## src/rtl/imem_fetch_ctrl.sv

```systemverilog
// Instruction-fetch controller: owns the PC, sequences a synchronous-read imem and
// presents tagged words over valid/ready with a one-entry skid buffer. Optional perf counters via IFETCH_PERF_CNT_EN.
module imem_fetch_ctrl #(
    parameter logic [31:0] RESET_PC = 32'h0000_0000,
    parameter int unsigned PC_STEP  = 4
) (
    input  logic        clk,
    input  logic        rst,
    input  logic        redirect_valid,
    input  logic [31:0] redirect_pc,
    output logic [31:0] imem_addr,
    input  logic [31:0] imem_instr,
    output logic        if_valid,
    input  logic        if_ready,
    output logic [31:0] if_instr,
    output logic [31:0] if_pc
`ifdef IFETCH_PERF_CNT_EN
    ,
    output logic [31:0] perf_fetch_cnt,
    output logic [31:0] perf_stall_cnt
`endif
);

    typedef enum logic [1:0] {
        EMPTY,
        STREAM,
        HELD
    } state_e;

    logic [31:0] pc_q, pc_d;
    logic        infl_v_q, infl_v_d;
    logic [31:0] infl_pc_q, infl_pc_d;
    logic        skid_v_q, skid_v_d;
    logic [31:0] skid_instr_q, skid_instr_d;
    logic [31:0] skid_pc_q, skid_pc_d;
    state_e      state;
    logic        issue;

    always_comb begin
        state = EMPTY;
        if (skid_v_q) begin
            state = HELD;
        end else if (infl_v_q) begin
            state = STREAM;
        end

        if_valid  = (infl_v_q | skid_v_q) & ~redirect_valid;
        if_instr  = (state == HELD) ? skid_instr_q : imem_instr;
        if_pc     = (state == HELD) ? skid_pc_q : infl_pc_q;
        imem_addr = (redirect_valid && !rst) ? redirect_pc : pc_q;
        issue     = !rst && (redirect_valid || !(if_valid && !if_ready));

        pc_d         = pc_q;
        infl_v_d     = 1'b0;
        infl_pc_d    = infl_pc_q;
        skid_v_d     = skid_v_q;
        skid_instr_d = skid_instr_q;
        skid_pc_d    = skid_pc_q;

        if (issue) begin
            infl_v_d  = 1'b1;
            infl_pc_d = imem_addr;
            pc_d      = imem_addr + 32'(PC_STEP);
        end

        // A redirect squashes whatever is held; otherwise the skid fills or drains.
        if (redirect_valid) begin
            skid_v_d = 1'b0;
        end else begin
            case (state)
                STREAM: begin
                    if (!if_ready) begin
                        skid_v_d     = 1'b1;
                        skid_instr_d = imem_instr;
                        skid_pc_d    = infl_pc_q;
                    end
                end
                HELD: begin
                    if (if_ready) begin
                        skid_v_d = 1'b0;
                    end
                end
                default: begin
                end
            endcase
        end
    end

    always_ff @(posedge clk) begin
        if (rst) begin
            pc_q     <= RESET_PC;
            infl_v_q <= 1'b0;
            skid_v_q <= 1'b0;
        end else begin
            pc_q     <= pc_d;
            infl_v_q <= infl_v_d;
            skid_v_q <= skid_v_d;
        end
        infl_pc_q    <= infl_pc_d;
        skid_instr_q <= skid_instr_d;
        skid_pc_q    <= skid_pc_d;
    end

`ifdef IFETCH_PERF_CNT_EN
    logic [31:0] fetch_cnt_q, fetch_cnt_d;
    logic [31:0] stall_cnt_q, stall_cnt_d;

    always_comb begin
        fetch_cnt_d = fetch_cnt_q + {31'd0, (if_valid && if_ready)};
        stall_cnt_d = stall_cnt_q + {31'd0, (if_valid && !if_ready)};
    end

    always_ff @(posedge clk) begin
        if (rst) begin
            fetch_cnt_q <= 32'd0;
            stall_cnt_q <= 32'd0;
        end else begin
            fetch_cnt_q <= fetch_cnt_d;
            stall_cnt_q <= stall_cnt_d;
        end
    end

    assign perf_fetch_cnt = fetch_cnt_q;
    assign perf_stall_cnt = stall_cnt_q;
`endif

endmodule

```

## config.mk

```make
export PLATFORM = sky130hd
export DESIGN_NAME = imem_fetch_ctrl
export DESIGN_NICKNAME = d
export VERILOG_FILES = /design/src/rtl/imem_fetch_ctrl.sv
export SDC_FILE = /design/constraint.sdc
export NUM_CORES = 1
export LEC_CHECK = 0
export ABC_AREA = 1
export CAP_MARGIN = 20
export CORE_AREA = 5 5 171 91
export CTS_BUF_LIST = sky130_fd_sc_hd__clkbuf_4 sky130_fd_sc_hd__clkbuf_8
export DETAILED_ROUTE_END_ITERATION = 12
export DIE_AREA = 0 0 176 96
export PLACE_DENSITY = 0.76
export SYNTH_ARGS = -nofsm -noshare
export SYNTH_HDL_FRONTEND = slang
export SYNTH_SLANG_ARGS = --single-unit
```

## constraint.sdc

```tcl
create_clock -name clk -period 8.8 [get_ports clk]
set_input_delay 1.76 -clock clk [delete_from_list [all_inputs] [get_ports clk]]
set_output_delay 1.76 -clock clk [all_outputs]
set_load 0.01 [all_outputs]
```

# Word level (Yosys, flattened, before mapping)
# Cells that the tools add are included.
dict set report word_totals {
  ramBits 0
  romBits 0
  n_memories 0
  output_inout_bits 97
  reg_bits 130
  latchBits 0
}
dict set report op_classes {
  div_mod_pow 0
  mul 0
  shift 0
  bitwise_logic 4
  addsub 1
  n_eq_ne 4
  n_mux 9
  order_cmp 0
  n_reduce_logical 11
}
# op count
set ops {}
lappend ops {{2-to-1 mux 32 bit} 3}
lappend ops {{adder 32 x 3 -> 32 bit (second input constant)} 1}
lappend ops {{AND reduction 3 bit} 2}
lappend ops {{2-to-1 mux 1 bit} 4}
lappend ops {{inequality test 2 bit (second input constant)} 2}
lappend ops {{logical AND 1 bit} 3}
lappend ops {{logical NOT 1 bit} 3}
lappend ops {{== test 2 x 1 -> 1 bit (second input constant)} 1}
lappend ops {{== test 2 bit (second input constant)} 1}
lappend ops {{2-to-1 mux 2 bit} 1}
lappend ops {{NOT 1 bit} 2}
lappend ops {{one-hot mux 1 bit (2 select lines)} 1}
lappend ops {{nonzero test 2 bit} 1}
lappend ops {{OR reduction 2 bit} 1}
lappend ops {{AND 1 bit} 1}
lappend ops {{logical OR 1 bit} 1}
lappend ops {{bitwise OR 1 bit} 1}

# Longest topological paths before layout
dict set report logic_depth {
  depth_word 7
  mapped_depth 15
}

# Least setup slack after synthesis
# Ideal clock, no wire load.
dict set report synth_path {
  path_kind {input -> register}
  startpoint {input port redirect_valid}
  endpoint {register skid_instr_q[0], enable pin}
  setup_ns 0.644
  n_path_buf 2
  stages 3
  setup_slack_ns -0.050
  t_arrival_ns 8.206
  path_cell_list {buf_4 > buf_4 > nor4_1}
}
dict set report synth_via {
  elab_chain_len 2
}
# element line_no
set synth_lines {}
lappend synth_lines {{start, declared} 9} ;# input logic redirect_valid,
lappend synth_lines {{NOT 1 bit (no source line)} -}
lappend synth_lines {{AND reduction 3 bit (no source line)} -}
lappend synth_lines {{end signal, assigned} 100} ;# skid_instr_q <= skid_instr_d;
lappend synth_lines {{end, declared} 34} ;# logic [31:0] skid_instr_q, skid_instr_d;
# Every way passes these cells.
# A chain may end at the register's enable or synchronous reset.

# Final worst setup path
dict set report layout_path {
  startpoint {input port rst}
  endpoint {output port imem_addr[19]}
}
dict set report layout_via {
  elab_chain_len 3
}
# element line_no
set layout_lines {}
lappend layout_lines {{start, declared} 8} ;# input logic rst,
lappend layout_lines {{logical NOT 1 bit} 50} ;# imem_addr = (redirect_valid && !rst) ? redirect_pc : pc_q;
lappend layout_lines {{logical AND 1 bit} 50}
lappend layout_lines {{2-to-1 mux 32 bit} 50}
lappend layout_lines {{end, declared} 11} ;# output logic [31:0] imem_addr,
# Every way passes these cells.

==> key figures <==
STA
  – Slew Viols, Final: 0
  – RSZ-0062 raised after global routing: false
  – Clock skew: between 0.01 and 0.015 ns
  – Setup ws final: approximately 2.9 ns
  – Tcrit/Tclk final: 0.6739
  – Post-route minimum period: just under 6 ns
  – Final Hold Fails: 0
  – Hold Slack: roughly 0.45 ns
  – Count of final setup violators: 0
  – Achievable frequency: roughly 170 MHz
  – Worst-Margin Slew: approximately 0.91 ns
  – Relative slew margins: 0.3924
  – TNS Setup: 0 ns

Clocking
  – CTS tree: yes
  – CTS sink cnt: 130
  – Post-cts resize count: 0
  – H-tree depth: 4
  – Skew-Pair Late Insertion Delay: ~0.43 ns
  – CTS max path bufs: 2
  – Hold Buf Count CTS: 0
  – Clock-pin slew on the worst setup and hold paths: 0.08 ns
  – CTS buffer count: 17
  – # Post-CTS Setup Buffers: 0
  – Root Buffer: clkbuf_8

Pwr
  – Sequential share of power: 0.483
  – Logic pwr share: 0.175
  – Total Power: ~1.5 mW
  – Switching Power: approximately 0.39 mW
  – Int Power: about 1.1 mW
  – Maximum VDD drop: approximately 0.000098 V
  – Clock power share: 0.342
  – Pleak: approximately 3.5 nW
  – Switch share: 0.2666
  – Pwr dens: around 180 mW/mm²

Drt
  – Post-route ant nets: 0
  – Initial DRC Count: between 400 and 500
  – Vias: approximately 5.3k
  – Per-cell routed wire length: between 15 and 20 µm
  – Vias per cell: 4.893
  – TritonRoute pass-1 iters: 8
  – Final wirelength: ~17 mm
  – # DRC: 0

Floorplan
  – Die Y-Extent: roughly 96 µm
  – Row count: 31
  – Initial Util: 0.4366
  – Die area: roughly 0.017 mm²
  – I/O Pins: 165
  – DIE WIDTH: about 180 µm
  – Core footprint: 0.01396 mm²

Logic synthesis
  – Synth Cell Area: 0.006097 mm²
  – Synth warn: 0
  – Mapped Nets: 803
  – Synthesized area per cell: a little over 8 µm²
  – Post-synth cell types: 28
  – Mapped Cells: 734
  – Flop and latch count out of synthesis: 130
  – Sequential area share after synthesis: 0.5844

Layout
  – Share of cells above drive strength 1: 0.07048
  – Fill cell count: approximately 1.2k
  – Layout area overhead: 36.14%
  – Ant diodes: 0
  – Highest-count cells in the layout ignoring fill and taps: nand2_1, clkdlybuf4s50_1, edfxtp_1, nand3_1
  – Commonest non-fill, non-tap cell in the layout: nand2_1
  – Nets: just under 1k

Setup path
  – Worst Setup End Kind: output pin
  – Critical path required time: roughly 7.0 ns
  – Crit path capture: imem_addr[19]
  – R2R Path Start: skid_v_q
  – Arrival @ worst endpoint: approximately 4.2 ns
  – Startpoint Class: input pin
  – Crit path launch: rst
  – Crit path max fanout: 37
  – R2r endpoint: pc_q[27]
  – Worst-case reg-to-reg path depth: 10
  – R2r setup slk: around 5.2 ns
  – CP Class: in2out

Global route
  – Vias in the first global route: roughly 5.0k
  – Initial antenna violation count: 1
  – Largest net degree at the start of global routing: 67
  – First-pass GRT wire length: approximately 27 mm
  – Remaining Overflow, GRT: 0
  – Gr usage total: 0.2054

Placed design
  – Dpl hpwl: roughly 12 mm
  – Port Buf Inserts: about 160
  – Pre-CTS WS: 2.901 ns
  – Placer Congestion: a little under 0.9

Job
  – Max Cap Viol: 0

Status
  – Outcome: finished clean

Hold path
  – Hold Crit Class: reg2reg
power groups by stage:
stage / clock, mW / combinational [mW] / sequential (mW)
2_1_floorplan: 0 / 0.116 / 0.724
6_report: 0.506 / 0.258 / 0.714
3_3_place_gp: 0 / 0.254 / 0.726
4_1_cts: 0.517 / 0.258 / 0.714
5_1_grt: 0.546 / 0.282 / 0.717
3_5_place_dp: 0 / 0.256 / 0.728
per-stage QoR:
step	instance area [µm²]	cells	util
after floorplan	6103	734	-
after global placement	7888	1056	0.5649
after detailed placement	7888	1056	0.5649
after CTS	8280	1088	0.5930
after global routing	8300	1089	0.5944
final	8300	1089	0.5944
state kept, by name, summed over array words and instances, names as in the netlist:
register	cells
skid_instr_q	32
infl_v_q	1
infl_pc_q	32
pc_q	32
skid_pc_q	32
skid_v_q	1
critical path, cell delays in order:
cell and delay (ns):
clkdlybuf4s50_1 0.39, buf_4 0.16, inv_2 0.47, nand2_4 0.41, nand2_1 0.15, nand2_1 0.24, clkdlybuf4s50_1 0.56
logic make-up (layout without fill, tap and decap cells):
logic type | after synthesis | after routing | synth area share
AO/OA/AOI/OAI | 33 | 33 | 0.02894
XOR/XNOR | 8 | 8 | 0.01149
adder cells (fa/ha/maj) | 1 | 1 | 0.002052
buffers and inverters | 72 | 246 | 0.04925
flip-flops | 130 | 130 | 0.5844
AND/OR/NAND/NOR | 490 | 490 | 0.3238
final cells by class:
cell class | count | area (µm²) | area share
Inverter | 43 | 161.4 | 0.01945
Tap cell | 181 | 226.5 | 0.02728
Sequential cell | 130 | 3565 | 0.4295
Timing Repair Buffer | 171 | 1707 | 0.2056
Clock buffer | 19 | 255.2 | 0.03075
Multi-Input combinational cell | 532 | 2248 | 0.2709
Clock inverter | 13 | 137.6 | 0.01658
synthesized netlist by cell type:
master	count	area [µm²]
buf_6	2	22.52
buf_4	3	22.52
nor2_1	40	150.1
nor2_2	10	62.56
o21bai_1	2	15.01
edfxtp_1	96	2883
nand2_2	4	25.02
o21ai_0	19	95.09
nand3_1	48	240.2
xor2_1	6	52.55
nand2_1	380	1426
nor4_1	1	6.260
inv_1	42	157.7
a21oi_1	6	30.03
inv_2	1	3.750
buf_2	3	15.01
xnor2_1	2	17.52
nand4_1	1	6.260
nand2_4	1	11.26
clkbuf_1	16	60.06
a22o_1	1	8.760
nor2_4	3	33.78
dfxtp_1	34	680.7
o31ai_1	1	7.510
ha_1	1	12.51
buf_1	5	18.77
o21ai_1	4	20.02
or2_2	2	12.51
worst min path at each step:
stage                              from             to  slack, ns  depth (start not counted)
after floorplan                pc_q[18]       pc_q[18]       0.43                          2
after global placement    infl_pc_q[30]  skid_pc_q[30]       0.43                          0
after detailed placement  infl_pc_q[10]  skid_pc_q[10]       0.43                          0
after CTS                 infl_pc_q[10]  skid_pc_q[10]       0.45                          0
after global routing       infl_pc_q[2]   skid_pc_q[2]       0.46                          0
final                     infl_pc_q[15]  skid_pc_q[15]       0.45                          0
per-layer routing:
layer	GRT usage	up-vias	part of all wire
li1	-	2662	-
met1	0.3084	2424	0.50
met2	0.2921	228	0.40
met3	0.06122	13	0.10
met4	0.04604	2	0.0055
met5	0	-	0.00074
(Power assumes the default switching activity.)
